--- src/rtl/gam_connection_scheduler_pkg.sv ---
// Shared sizing, connection-entry layout and scheduler states for the GAM
// connection scheduler.
package gam_connection_scheduler_pkg;

  localparam int CLASS_COUNT = 4;
  localparam int NODE_COUNT  = 8;
  localparam int AGE_MAX     = 3;
  localparam int AGE_W       = 8;

  localparam int CLASS_W = $clog2(CLASS_COUNT);
  localparam int NODE_W  = $clog2(NODE_COUNT);

  typedef struct packed {
    logic             presence;
    logic [AGE_W-1:0] age;
  } conn_entry_t;

  typedef enum logic [3:0] {
    ST_IDLE,
    ST_ERR,
    ST_LINK_W1,
    ST_LINK_W2,
    ST_AGE_RD,
    ST_AGE_CHK,
    ST_AGE_WR1,
    ST_AGE_WR2,
    ST_PR_RD,
    ST_PR_CHK,
    ST_PR_WR,
    ST_ROW_END
  } state_t;

  // Index 0 is reserved in both the class and node spaces.
  function automatic logic idx_ok(input int unsigned v, input int unsigned count);
    return (v != 0) && (v < count);
  endfunction

endpackage

--- src/rtl/gam_conn_age_sat.sv ---
// Saturating edge-age incrementer plus the prune expiry compare.
module gam_conn_age_sat
  import gam_connection_scheduler_pkg::*;
(
  input  logic [AGE_W-1:0] age,
  output logic [AGE_W-1:0] age_inc,
  output logic             age_expired
);

  assign age_inc     = (age == '1) ? age : age + 1'b1;
  assign age_expired = (age >= AGE_W'(AGE_MAX));

endmodule

--- src/rtl/gam_connection_scheduler.sv ---
// Owns the single-port GAM connection RAM: serialises learning edge updates
// and the post-learning prune sweep, and reports isolated nodes.
module gam_connection_scheduler
  import gam_connection_scheduler_pkg::*;
(
  input  logic               clk,
  input  logic               rst,
  input  logic               learn_valid,
  output logic               learn_ready,
  input  logic [CLASS_W-1:0] learn_class,
  input  logic [NODE_W-1:0]  learn_node1,
  input  logic [NODE_W-1:0]  learn_node2,
  input  logic               learning_done,
  output logic               busy,
  output logic               err,
  output logic               prune_done,
  output logic               mem_en,
  output logic               mem_we,
  output logic [CLASS_W-1:0] mem_class,
  output logic [NODE_W-1:0]  mem_row,
  output logic [NODE_W-1:0]  mem_col,
  output logic [AGE_W:0]     mem_wdata,
  input  logic [AGE_W:0]     mem_rdata,
  output logic               inv_we,
  output logic [CLASS_W-1:0] inv_class,
  output logic [NODE_W-1:0]  inv_node
);

  localparam logic [NODE_W:0]  LAST_NODE  = (NODE_W+1)'(NODE_COUNT - 1);
  localparam logic [CLASS_W:0] LAST_CLASS = (CLASS_W+1)'(CLASS_COUNT - 1);

  state_t             state_q, state_d;
  logic [CLASS_W-1:0] cls_q, cls_d;
  logic [NODE_W-1:0]  n1_q, n1_d, n2_q, n2_d;
  // One bit wider than the index so the compare against the last index never wraps.
  logic [NODE_W:0]    idx_q, idx_d, row_q, row_d, live_q, live_d;
  logic [CLASS_W:0]   pcls_q, pcls_d;
  logic [AGE_W-1:0]   age_q, age_d;
  logic               ld_q, prune_pending_q, prune_pending_d;

  conn_entry_t      rd_entry;
  logic [AGE_W-1:0] age_inc;
  logic             age_expired;
  logic             ld_rise, accept, legal, learn_skip;

  assign rd_entry = mem_rdata;
  assign ld_rise  = learning_done & ~ld_q;
  assign accept   = learn_valid & learn_ready;
  assign legal    = idx_ok(32'(learn_class), CLASS_COUNT) &&
                    idx_ok(32'(learn_node1), NODE_COUNT) &&
                    idx_ok(32'(learn_node2), NODE_COUNT) &&
                    (learn_node1 != learn_node2);
  assign learn_skip = (idx_q == {1'b0, n1_q}) || (idx_q == {1'b0, n2_q});

  gam_conn_age_sat u_age_sat (
    .age         (rd_entry.age),
    .age_inc     (age_inc),
    .age_expired (age_expired)
  );

  // NOTE: sequential state uses non-blocking assignments only, so every
  // register samples the pre-edge value of every other register.
  always_ff @(posedge clk) begin
    if (rst) begin
      state_q         <= ST_IDLE;
      cls_q           <= '0;
      n1_q            <= '0;
      n2_q            <= '0;
      idx_q           <= '0;
      row_q           <= '0;
      live_q          <= '0;
      pcls_q          <= '0;
      age_q           <= '0;
      ld_q            <= 1'b0;
      prune_pending_q <= 1'b0;
    end else begin
      state_q         <= state_d;
      cls_q           <= cls_d;
      n1_q            <= n1_d;
      n2_q            <= n2_d;
      idx_q           <= idx_d;
      row_q           <= row_d;
      live_q          <= live_d;
      pcls_q          <= pcls_d;
      age_q           <= age_d;
      ld_q            <= learning_done;
      prune_pending_q <= prune_pending_d;
    end
  end

  // NOTE: every signal written here gets a default first, so no path can
  // leave one unassigned and infer a latch.
  always_comb begin
    state_d         = state_q;
    cls_d           = cls_q;
    n1_d            = n1_q;
    n2_d            = n2_q;
    idx_d           = idx_q;
    row_d           = row_q;
    live_d          = live_q;
    pcls_d          = pcls_q;
    age_d           = age_q;
    prune_pending_d = prune_pending_q | ld_rise;
    learn_ready     = (state_q == ST_IDLE) & ~prune_pending_q & ~learning_done & ~rst;
    busy            = (state_q != ST_IDLE);
    err             = 1'b0;
    prune_done      = 1'b0;
    mem_en          = 1'b0;
    mem_we          = 1'b0;
    mem_class       = '0;
    mem_row         = '0;
    mem_col         = '0;
    mem_wdata       = '0;
    inv_we          = 1'b0;
    inv_class       = '0;
    inv_node        = '0;

    case (state_q)
      ST_IDLE: begin
        if (prune_pending_q) begin
          pcls_d  = (CLASS_W+1)'(1);
          row_d   = (NODE_W+1)'(1);
          idx_d   = (NODE_W+1)'(1);
          live_d  = '0;
          state_d = ST_PR_RD;
        end else if (accept) begin
          cls_d   = learn_class;
          n1_d    = learn_node1;
          n2_d    = learn_node2;
          state_d = legal ? ST_LINK_W1 : ST_ERR;
        end
      end
      ST_ERR: begin
        err     = 1'b1;
        state_d = ST_IDLE;
      end
      ST_LINK_W1: begin
        {mem_en, mem_we} = 2'b11;
        {mem_class, mem_row, mem_col} = {cls_q, n1_q, n2_q};
        mem_wdata = {1'b1, AGE_W'(0)};
        state_d   = ST_LINK_W2;
      end
      ST_LINK_W2: begin
        {mem_en, mem_we} = 2'b11;
        {mem_class, mem_row, mem_col} = {cls_q, n2_q, n1_q};
        mem_wdata = {1'b1, AGE_W'(0)};
        idx_d     = (NODE_W+1)'(1);
        state_d   = ST_AGE_RD;
      end
      ST_AGE_RD: begin
        if (learn_skip) begin
          idx_d   = idx_q + 1'b1;
          state_d = (idx_q == LAST_NODE) ? ST_IDLE : ST_AGE_RD;
        end else begin
          mem_en  = 1'b1;
          {mem_class, mem_row, mem_col} = {cls_q, n1_q, idx_q[NODE_W-1:0]};
          state_d = ST_AGE_CHK;
        end
      end
      ST_AGE_CHK: begin
        if (rd_entry.presence) begin
          age_d   = age_inc;
          state_d = ST_AGE_WR1;
        end else begin
          idx_d   = idx_q + 1'b1;
          state_d = (idx_q == LAST_NODE) ? ST_IDLE : ST_AGE_RD;
        end
      end
      ST_AGE_WR1: begin
        {mem_en, mem_we} = 2'b11;
        {mem_class, mem_row, mem_col} = {cls_q, n1_q, idx_q[NODE_W-1:0]};
        mem_wdata = {1'b1, age_q};
        state_d   = ST_AGE_WR2;
      end
      ST_AGE_WR2: begin
        {mem_en, mem_we} = 2'b11;
        {mem_class, mem_row, mem_col} = {cls_q, idx_q[NODE_W-1:0], n1_q};
        mem_wdata = {1'b1, age_q};
        idx_d     = idx_q + 1'b1;
        state_d   = (idx_q == LAST_NODE) ? ST_IDLE : ST_AGE_RD;
      end
      ST_PR_RD: begin
        mem_en  = 1'b1;
        {mem_class, mem_row, mem_col} =
          {pcls_q[CLASS_W-1:0], row_q[NODE_W-1:0], idx_q[NODE_W-1:0]};
        state_d = ST_PR_CHK;
      end
      ST_PR_CHK: begin
        if (rd_entry.presence && age_expired) begin
          age_d   = rd_entry.age;
          state_d = ST_PR_WR;
        end else begin
          if (rd_entry.presence) live_d = live_q + 1'b1;
          idx_d   = idx_q + 1'b1;
          state_d = (idx_q == LAST_NODE) ? ST_ROW_END : ST_PR_RD;
        end
      end
      ST_PR_WR: begin
        {mem_en, mem_we} = 2'b11;
        {mem_class, mem_row, mem_col} =
          {pcls_q[CLASS_W-1:0], row_q[NODE_W-1:0], idx_q[NODE_W-1:0]};
        mem_wdata = {1'b0, age_q};
        idx_d     = idx_q + 1'b1;
        state_d   = (idx_q == LAST_NODE) ? ST_ROW_END : ST_PR_RD;
      end
      ST_ROW_END: begin
        inv_we    = (live_q == '0);
        inv_class = pcls_q[CLASS_W-1:0];
        inv_node  = row_q[NODE_W-1:0];
        idx_d     = (NODE_W+1)'(1);
        live_d    = '0;
        state_d   = ST_PR_RD;
        if (row_q == LAST_NODE) begin
          row_d = (NODE_W+1)'(1);
          if (pcls_q == LAST_CLASS) begin
            prune_done      = 1'b1;
            prune_pending_d = ld_rise;
            state_d         = ST_IDLE;
          end else begin
            pcls_d = pcls_q + 1'b1;
          end
        end else begin
          row_d = row_q + 1'b1;
        end
      end
      default: state_d = ST_IDLE;
    endcase
  end

endmodule
--- config.mk ---
export PLATFORM = sky130hd
export DESIGN_NAME = gam_connection_scheduler
export DESIGN_NICKNAME = d
export VERILOG_FILES = /design/src/rtl/gam_connection_scheduler_pkg.sv /design/src/rtl/gam_conn_age_sat.sv /design/src/rtl/gam_connection_scheduler.sv
export SDC_FILE = /design/constraint.sdc
export NUM_CORES = 1
export LEC_CHECK = 0
export BUFFER_PORTS_ARGS = -buffer_cell sky130_fd_sc_hd__buf_2
export CAP_MARGIN = 10
export CORE_ASPECT_RATIO = 0.6
export CORE_MARGIN = 10
export CORE_UTILIZATION = 35
export CTS_CLUSTER_DIAMETER = 150
export CTS_CLUSTER_SIZE = 20
export DETAILED_ROUTE_END_ITERATION = 10
export GPL_ROUTABILITY_DRIVEN = 0
export PLACE_DENSITY = 0.61
export SLEW_MARGIN = 20
export SYNTH_ARGS = -nofsm -noshare
export SYNTH_HDL_FRONTEND = slang
export SYNTH_SLANG_ARGS = --single-unit
--- constraint.sdc ---
create_clock -name clk -period 2.1 [get_ports clk]
set_clock_uncertainty 0.1 [all_clocks]
set_input_delay 0 -clock clk [delete_from_list [all_inputs] [get_ports clk]]
set_output_delay 0 -clock clk [all_outputs]
set_load 0.1 [all_outputs]
==> metrics.log <==
[metrics] violation count after the first detailed-route iteration: approximately 270
[metrics] Final Power: 2.62 mW
[metrics] number of vias per cell after detailed routing: between 5 and 6
[metrics] final std cell area, no fill: ~4100 um^2
[metrics] leftover overflow at the end of global routing: 0
[metrics] hold-critical path depth: 3
[metrics] number of inserted filler cells in the final layout: 550
[metrics] first drt pass iteration count: 4
[metrics] post-synthesis sequential area ratio: between 20% and 30%
[metrics] final routed DRC violation total: 0
[metrics] number of warnings reported in the yosys synthesis log: 0
[metrics] max cap viols: 0
[metrics] total length of routed wires: approximately 8500 um
[metrics] hold slack final: ~19 ps
[metrics] initial antenna violation count: 0
[metrics] HP Start: mem_rdata[1]
[metrics] number of instances in the synthesized netlist: 320
[metrics] clock tree from TritonCTS: built
[metrics] critical path class: register to output pin
[metrics] critical path startpoint category: register
[metrics] worst path cell trace: xor2_4 -> o41ai_4 -> buf_6 -> o22ai_4 -> a221o_2 -> buf_12
[metrics] VDD IR-drop max: ~0.33 mV
[metrics] pin count of the biggest net entering global routing: 35
[metrics] Netlist Area Pre-Place: between 2000 and 3000 um^2
[metrics] maximum achievable frequency: around 0.47 GHz
[metrics] post-synthesis net count: 348
[metrics] Max Buffers Root-to-Sink: 2
[metrics] effective utilization at floorplan: a little under two fifths
[metrics] level count of the clock H-tree: 2
[metrics] reg2reg end: idx_q[2]$_SDFFE_PP0P_
[metrics] total buffers and inverters traversed by the critical path: 2
[metrics] ANT nets after route: 0
[metrics] primary flip-flop cell chosen by synthesis mapping: sky130_fd_sc_hd__dfxtp_1
[metrics] FF-to-FF Start: n1_q[2]$_SDFFE_PP0P_
[metrics] setup repair after global routing missed its margin: true
[metrics] overall die width: between 100 and 150 um
[metrics] Final Setup Violations: 3
[metrics] Final Hold Violating Endpoints: 0
[metrics] Worst slew margin: around three fifths
[metrics] result of the run: finished, violations left
[metrics] CTS Buf Count: 5
[metrics] Routed WL per cell: ~17 um
[metrics] static power due to leakage: about 1.7 nW
[metrics] post-synthesis sequential element count: 37
[metrics] shortest clock period the worst path allows after layout: approximately 2100 ps
[metrics] clk slew on worst S/H paths: 60 ps
[metrics] Least-Margin Pin Slew: 578 ps
[metrics] detailed placement HPWL: between 5000 and 6000 um
[metrics] clock latency on the worst-skew pair: 280 ps
[metrics] area of the core region: roughly 7000 um^2
[metrics] Register-to-Register Path Depth: 8
[metrics] Die ar.: 11200 um^2
[metrics] failing checks: setup timing
[metrics] antenna cells: 0
[metrics] Die Span Y: roughly 86 um
[metrics] area fraction of the dominant cell type after synthesis: 29.2%
[metrics] clock root buffer: sky130_fd_sc_hd__clkbuf_16
[metrics] Critical Path Sink Type: output pin
[metrics] first-pass GRT wire length: 13600 um
[metrics] via count of the first global-routing pass: 2663
[metrics] total number of placement rows: 23
[metrics] fraction of the cycle the final worst path needs: 101%
[metrics] setup TNS after final layout: -41.2 ps
[metrics] power per cell area: ~640 nW/um^2
[metrics] Required @ worst endpoint: 2000 ps
[metrics] kind of cell adding the most delay to the critical path: compound AO/OA/AOI/OAI gates
[metrics] main area contributors after synthesis: sky130_fd_sc_hd__dfxtp_1 (29%), sky130_fd_sc_hd__nor2_1 (7.1%), sky130_fd_sc_hd__mux2i_1 (4.7%)
[metrics] register-to-register setup slack: 30 ps
[metrics] Max Fanout on Critical Path: 4
[metrics] share of cells above drive strength 1: 40.0%
[metrics] proportion of synthesized flip-flops having asynchronous set or reset: 0%
[metrics] Total GRT Usage: roughly 15%
[metrics] Post-Syn Area per Cell: just under 8 um^2
[metrics] most instantiated cells after synthesis: sky130_fd_sc_hd__nor2_1 (48), sky130_fd_sc_hd__dfxtp_1 (37), sky130_fd_sc_hd__clkbuf_1 (17)
[metrics] total cell area at the placement stage: between 3000 and 4000 um^2
[metrics] count of different cell masters after synthesis: 59
[metrics] io pins: 50
[metrics] class of the worst hold path: input port to register
[metrics] setup ws final: -25.1 ps
[metrics] arrival time reported for the critical path endpoint: approximately 2000 ps
[metrics] count of vias placed by the detailed router: 2751
[metrics] cell with the largest stage delay on the worst path: sky130_fd_sc_hd__a221o_2
[metrics] worst-case hold path end point: age_q[1]$_SDFFE_PP0P_
[metrics] count of input and output buffers: between 40 and 50
[metrics] fin nets: between 400 and 500
[metrics] delay of the slowest cell on the worst path: about 400 ps
[metrics] cell with the most instances after synthesis: sky130_fd_sc_hd__nor2_1
[metrics] post-synthesis cell type with the largest combined area: sky130_fd_sc_hd__dfxtp_1
[metrics] number of slew-limit violations in the final report: 0
[metrics] area overhead of the layout relative to synthesis: 62.2%
[metrics] total clock sinks: 37
[metrics] count of flip-flops with a built-in enable after synthesis: 0
-- area by class of cell --
type                            instances  area [um^2]  share of cell area, %
Clock inverter                          3         65.1                   1.58
Tap cell                               87          109                   2.64
Clock buffer                            5          125                   3.04
Timing Repair Buffer                  101         1070                   26.0
Inverter                                9         37.5                  0.911
Multi-Input combinational cell        255         1940                   47.1
Sequential cell                        37          769                   18.7
-- registers in the layout, summed over array words and instances (netlist names) --
signal / cells
age_q: 8
idx_q: 4
live_q: 4
row_q: 4
state_q: 4
n1_q: 3
n2_q: 3
pcls_q: 3
cls_q: 2
ld_q: 1
prune_pending_q: 1
-- layout by cell type (no fill, tap or decap), types with 8 or more instances in the layout --
cell and instances:
sky130_fd_sc_hd__and2_2 9, sky130_fd_sc_hd__nand3_1 11, sky130_fd_sc_hd__nor2_1 46, sky130_fd_sc_hd__a21oi_1 9
sky130_fd_sc_hd__inv_1 8, sky130_fd_sc_hd__o21ai_0 11, sky130_fd_sc_hd__dlygate4sd3_1 12, sky130_fd_sc_hd__buf_2 23
sky130_fd_sc_hd__mux2i_1 12, sky130_fd_sc_hd__buf_12 26, sky130_fd_sc_hd__dfxtp_1 26, sky130_fd_sc_hd__nand2_1 14
sky130_fd_sc_hd__buf_4 36
-- worst min-delay path, stage by stage --
cell	delay, ps
sky130_fd_sc_hd__buf_2	110
sky130_fd_sc_hd__mux2i_1	150
sky130_fd_sc_hd__a211oi_1	90
-- timing repair --
item | in CTS | in global routing
resized for setup | 12 | 36
setup buffers | 5 | 5
setup endpoints to repair | 12 | 27
endpoints found under the hold margin | 13 | 0
hold buffers | 12 | 0
pin swaps | 4 | 13
gates cloned | 0 | 0
-- layer usage --
| layer | wire length, um | vias to the layer above | track usage, % |
|---|---|---|---|
| met3 | 608 | 5 | 4.00 |
| li1 | - | 1352 | - |
| met2 | 4030 | 86 | 23.6 |
| met5 | 0 | - | 0 |
| met1 | 3860 | 1308 | 19.5 |
| met4 | 43 | 0 | 3.46 |
-- report_power, final --
part / switching (mW) / internal [mW] / total, mW / leakage (nW)
sequential: 0.0509 / 0.736 / 0.787 / 0.307
combinational: 0.514 / 0.345 / 0.859 / 1.27
clock: 0.297 / 0.678 / 0.975 / 0.0938
total: 0.862 / 1.76 / 2.62 / 1.68
-- cells by family (layout without fill, tap and decap cells) --
family | count (synthesis) | after routing | share of synthesized area (%)
AOI/OAI and AO/OA | 75 | 75 | 22.1
DFF | 37 | 37 | 29.2
and+or+nand+nor | 147 | 147 | 31.1
buffers and inverters | 28 | 118 | 4.48
muxes | 13 | 13 | 5.18
adders and majority gates | 7 | 7 | 3.45
xor gates and xnor gates | 13 | 13 | 4.48
-- worst max path at each step --
stage                                        from                    end  cells after the start
after detailed placement    idx_q[2]$_SDFFE_PP0P_  idx_q[3]$_SDFFE_PP0P_                      6
after global routing         n1_q[2]$_SDFFE_PP0P_             mem_col[1]                      7
final                        n2_q[2]$_SDFFE_PP0P_             mem_col[1]                      6
after floorplan           state_q[3]$_SDFFE_PP0P_            learn_ready                      3
after CTS                    n2_q[0]$_SDFFE_PP0P_             mem_row[0]                      6
after global placement      idx_q[2]$_SDFFE_PP0P_  idx_q[2]$_SDFFE_PP0P_                      6
-- through the flow --
stage	setup WS, ps	util (%)	std cells
after floorplan	-306	-	320
after global placement	68.2	51.7	468
after detailed placement	-33.9	51.7	468
after CTS	-0.106	57.5	493
after global routing	-112	60.1	497
final	-25.1	60.1	497
Power figures use the tool's default switching activity.
